===== src/rtl/div_ctrl_pkg.sv =====
// Shared definitions for the divider front-end: op codes, FSM states,
// special-case operand constants and the one-entry result cache layout.
package div_ctrl_pkg;

    typedef enum logic [1:0] {
        OP_DIV  = 2'b00,
        OP_DIVU = 2'b01,
        OP_REM  = 2'b10,
        OP_REMU = 2'b11
    } div_op_e;

    typedef enum logic [2:0] {
        S_IDLE  = 3'd0,
        S_ISSUE = 3'd1,
        S_WAIT  = 3'd2,
        S_DONE  = 3'd3,
        S_DRAIN = 3'd4
    } div_state_e;

    localparam logic [31:0] MIN_NEG  = 32'h8000_0000;
    localparam logic [31:0] ALL_ONES = 32'hFFFF_FFFF;

    typedef struct packed {
        logic        vld;
        logic        sgn;
        logic [31:0] src1;
        logic [31:0] src2;
        logic [31:0] res;
        logic [31:0] rem;
    } cache_t;

    // op[1] selects the remainder, otherwise the quotient
    function automatic logic [31:0] sel_result(input logic rem_op,
                                               input logic [31:0] q,
                                               input logic [31:0] r);
        return rem_op ? r : q;
    endfunction

endpackage


===== src/rtl/div_ctrl.sv =====
// Front-end for an external iterative divider: handshakes requests, resolves
// divide-by-zero, signed overflow and repeat operands locally, and handles flush.
module div_ctrl
    import div_ctrl_pkg::*;
#(
    parameter int CACHE_EN = 1
) (
    input  logic        clock,
    input  logic        reset,
    input  logic        in_valid,
    output logic        in_ready,
    input  logic [1:0]  op,
    input  logic [31:0] src1,
    input  logic [31:0] src2,
    input  logic        flush,
    output logic        out_valid,
    input  logic        out_ready,
    output logic [31:0] out_data,
    output logic        div_valid,
    input  logic        div_ready,
    output logic        div_sign,
    output logic [31:0] div1,
    output logic [31:0] div2,
    input  logic [31:0] res,
    input  logic [31:0] rem,
    input  logic        div_outvalid
);

    div_state_e  state;
    cache_t      cache;
    logic        rem_sel;

    logic        sgn;
    logic        dz;
    logic        ovf;
    logic        hit;
    logic [31:0] fast_q;
    logic [31:0] fast_r;

    assign in_ready = (state == S_IDLE);

    always_comb begin
        sgn    = ~op[0];
        dz     = (src2 == '0);
        ovf    = sgn && (src1 == MIN_NEG) && (src2 == ALL_ONES);
        hit    = (CACHE_EN != 0) && cache.vld && (cache.src1 == src1) &&
                 (cache.src2 == src2) && (cache.sgn == sgn);
        // zero divisor wins over overflow: both are fixed by the ISA
        fast_q = dz ? ALL_ONES : (ovf ? MIN_NEG : cache.res);
        fast_r = dz ? src1     : (ovf ? '0      : cache.rem);
    end

    always_ff @(posedge clock) begin
        if (!reset) begin
            state     <= S_IDLE;
            cache     <= '0;
            rem_sel   <= 1'b0;
            out_valid <= 1'b0;
            out_data  <= '0;
            div_valid <= 1'b0;
            div_sign  <= 1'b0;
            div1      <= '0;
            div2      <= '0;
        end else begin
            case (state)
                S_IDLE: begin
                    if (in_valid && !flush) begin
                        rem_sel <= op[1];
                        if (dz || ovf || hit) begin
                            out_data  <= sel_result(op[1], fast_q, fast_r);
                            out_valid <= 1'b1;
                            state     <= S_DONE;
                        end else begin
                            div_valid <= 1'b1;
                            div1      <= src1;
                            div2      <= src2;
                            div_sign  <= sgn;
                            state     <= S_ISSUE;
                        end
                    end
                end
                S_ISSUE: begin
                    if (flush) begin
                        // a same-cycle handshake still owes us a result to swallow
                        div_valid <= 1'b0;
                        state     <= div_ready ? S_DRAIN : S_IDLE;
                    end else if (div_ready) begin
                        div_valid <= 1'b0;
                        state     <= S_WAIT;
                    end
                end
                S_WAIT: begin
                    if (flush) begin
                        state <= div_outvalid ? S_IDLE : S_DRAIN;
                    end else if (div_outvalid) begin
                        out_data   <= sel_result(rem_sel, res, rem);
                        out_valid  <= 1'b1;
                        cache.vld  <= 1'b1;
                        cache.sgn  <= div_sign;
                        cache.src1 <= div1;
                        cache.src2 <= div2;
                        cache.res  <= res;
                        cache.rem  <= rem;
                        state      <= S_DONE;
                    end
                end
                S_DONE: begin
                    if (flush || out_ready) begin
                        out_valid <= 1'b0;
                        state     <= S_IDLE;
                    end
                end
                S_DRAIN: begin
                    if (div_outvalid) state <= S_IDLE;
                end
                default: begin
                    state <= S_IDLE;
                end
            endcase
        end
    end

endmodule


===== config.mk =====
export PLATFORM = sky130hd
export DESIGN_NAME = div_ctrl
export DESIGN_NICKNAME = d
export VERILOG_FILES = /design/src/rtl/div_ctrl_pkg.sv /design/src/rtl/div_ctrl.sv
export SDC_FILE = /design/constraint.sdc
export NUM_CORES = 1
export LEC_CHECK = 0
export ABC_AREA = 1
export ABC_CLOCK_PERIOD_IN_PS = 1760
export CAP_MARGIN = 20
export CORE_UTILIZATION = 47
export CTS_BUF_LIST = sky130_fd_sc_hd__clkbuf_16
export DETAILED_ROUTE_END_ITERATION = 12
export GPL_TIMING_DRIVEN = 0
export HOLD_SLACK_MARGIN = 0.08
export PLACE_DENSITY = 0.77
export SLEW_MARGIN = 5
export SYNTH_ARGS = -nofsm -noshare
export SYNTH_HDL_FRONTEND = slang
export SYNTH_SLANG_ARGS = --single-unit

===== constraint.sdc =====
create_clock -name clock -period 1.76 [get_ports clock]
set_input_delay 0.352 -clock clock [delete_from_list [all_inputs] [get_ports clock]]
set_output_delay 0.352 -clock clock [all_outputs]
set_load 0.05 [all_outputs]

==> reports/metrics.cfg <==
[run_status]
outcome=finished with violations
violations=negative setup slack

[synthesis]
syn_avg_cell_area_um2=6.354
synth_area_leaders=dfxtp_1, nand2_1, o21ai_0, a21oi_1, inv_1
syn_nets=1931
yosysMostFrequentCell=nand2_1
synth_seq_cells=233
async_flop_share_pct=0
synth_area_um2=11400
synth_top_area_share_pct=40.92
seq_area_frac_synth_pct=40.92
ys_dominant_reg_cell=dfxtp_1
ys_types=27
syn_inst=1794
ys_top_cells_by_count=nand2_1, inv_1, dfxtp_1
yosys_warnings=0
synth_edf_count=0
yosysTopAreaCell=dfxtp_1

[sta]
drv_slew=0
setup_ws_ns=-0.3845
setup_viol=147
finalCriticalPeriod_ns=2.145
finalHoldWorstSlack_ns=0.3197
hold_viol=0
fin_crit_sh_pct=121.8
grt_setup_unrepaired=yes
max_freq_ghz=0.4663
fin_skew_ns=0.01676
slew_headroom_pct=41.23
worstMarginPinSlew_ns=0.8816

[placement]
pre_cts_ws_ns=-1.119
hpwl_um=28420
place_congestion=0.9309
port_buffers=235

[critical_path]
worstPathRequired_ns=2.16
endpoint_kind=register
ff2ff_path_depth=15
crit_arrival_ns=2.55
crit_fanout=7
crit_type=input port to register
cp-start-kind=input port
r2r_slack_ns=-0.31

[routing]
drt-initial-drc-count=1345
drt-total-wl_um=43960
ant_nets=0
route.detailed.vias_per_inst=5.490
dr.pass1.iters=6
num_vias=13480
drc=0
routedWlPerCell_um=17.91

[global_routing]
grt.overflow.total=0
grt_max_degree=14
grt_pass1_wl_um=64000
grt_pass1_vias=12300
gr-usage-all-layers_pct=32.86
antenna_found_initial=0

[finish]
utilization_pct=72.76
nNetsFinal=2255
drive_gt1_share_pct=19.48
area_growth_pct=50.74

[job]
cap_violations=0

[pwr]
ir_drop_mv=0.7645
p_leak_nw=7.610
p_total_mw=17.89
power_density_nw_per_um2=1041

[floorplan]
die_y_um=157.7
io_pins=237
core_area_um2=23610
rows=56
initial_utilization_pct=48.27
die_w_um=157.7
dieArea_um2=24880

[clocking]
cts_buffers=25
cts_tree=yes
worstSkewPairLatency_ns=0.53
cts.sinks=233
ctsHoldBuffers=0
cts-root-buf=clkbuf_16
path_clk_slew_ns=0.06
clockBufferDepth=3
h-tree-depth=1

[hold_path]
hp-class=input port to register
holdPathStages=3

-- layer usage --
metal	wire length, um	track usage [%]	vias to the layer above
li1	-	-	6333
met1	17270	42.61	6249
met2	20670	54.63	755
met3	4206	4.708	141
met4	1818	13.41	0
met5	0	0	-
-- worst max-delay path, cell delays in order --
cell             delay, ns
clkdlybuf4s50_1       0.50
nor2_1                0.19
nand4_1               0.19
nor2_2                0.19
nand3_2               0.11
nor2_4                0.18
nor2_4                0.08
nand3_4               0.16
buf_12                0.13
buf_16                0.14
buf_12                0.13
buf_8                 0.13
a21oi_2               0.05
-- cell families (layout without fill, tap and decap cells) --
kind of cell | count (synthesis) | in the layout | share of synthesized area, %
buf+inv | 350 | 690 | 11.94
simple gates | 759 | 760 | 26.83
other cells | 0 | 1 | 0
compound gates | 439 | 439 | 19.31
flops | 233 | 233 | 40.92
xor+xnor | 13 | 13 | 0.9989
-- cell type report --
class                      instances  area, um2
buffer                           102      850.8
timing repair buffer             298       3166
fill                            1852       6431
antenna                            1      2.502
multi-input combinational       1212       6395
tap                              319      399.1
sequential                       233       4687
inverter                         246      927.1
clock inverter                    19      128.9
clock buffer                      25      625.6
-- worst paths after layout --
path | startpoint | endpoint
max | src1[21] | div_valid
min reg2reg | div2[20] | div2[20]
max reg2reg | cache[81] | div_valid
min | src2[4] | div2[4]
-- placed cells by master (no fill, tap or decap), types with 4 or more instances in the layout --
| cell type | Yosys | layout |
|---|---|---|
| nand2_2 | 0 | 19 |
| clkdlybuf4s15_2 | 0 | 12 |
| o21ai_1 | 24 | 15 |
| clkbuf_2 | 0 | 12 |
| clkbuf_4 | 0 | 8 |
| buf_6 | 0 | 30 |
| clkinv_1 | 1 | 10 |
| nand3_1 | 79 | 76 |
| o21ai_0 | 213 | 164 |
| dfxtp_1 | 233 | 221 |
| clkbuf_1 | 71 | 40 |
| buf_12 | 0 | 14 |
| nand3_4 | 1 | 6 |
| clkdlybuf4s50_1 | 0 | 76 |
| dfxtp_2 | 0 | 9 |
| clkinv_2 | 0 | 4 |
| a21oi_1 | 199 | 146 |
| o21ai_4 | 0 | 7 |
| buf_2 | 26 | 4 |
| clkdlybuf4s15_1 | 0 | 49 |
| nand4_1 | 14 | 14 |
| nor2_2 | 2 | 34 |
| nand2_1 | 428 | 406 |
| dlymetal6s2s_1 | 0 | 4 |
| buf_4 | 4 | 22 |
| dlygate4sd2_1 | 0 | 85 |
| buf_8 | 0 | 30 |
| xnor2_1 | 13 | 13 |
| clkbuf_16 | 0 | 34 |
| o21ai_2 | 0 | 51 |
| inv_1 | 245 | 243 |
| inv_2 | 0 | 5 |
| nor2_4 | 0 | 40 |
| a21oi_2 | 0 | 52 |
| nor2_1 | 218 | 146 |
-- sequential cells by signal, summed over array words and instances (netlist names) --
name / flops
out_valid: 1
rem_sel: 1
div_sign: 1
out_data: 32
cache: 130
div1: 32
state: 3
div_valid: 1
div2: 32
-- stage by stage --
step,std cells,area [um2],TNS (ns)
after CTS,2434,16140,-19.17
final,2455,17180,-33.59
after detailed placement,2348,14190,-193.27
after global placement,2348,14190,-183.58
after global routing,2454,17180,-41.80
after floorplan,1794,11440,-1.438
-- repair_timing --
| action | 4_1_cts | 5_1_grt |
|---|---|---|
| pin swaps | 48 | 46 |
| endpoints found under the setup margin | 331 | 287 |
| gates cloned | 16 | 10 |
| buffers inserted | 27 | 18 |
| resized for setup | 480 | 332 |
-- power breakdown --
part           switching, mW  internal, mW  total, mW
Combinational           4.33          2.35       6.68
Sequential             0.334          5.84       6.18
Clock                   2.19          2.85       5.03
Power figures use the tool's default switching activity.
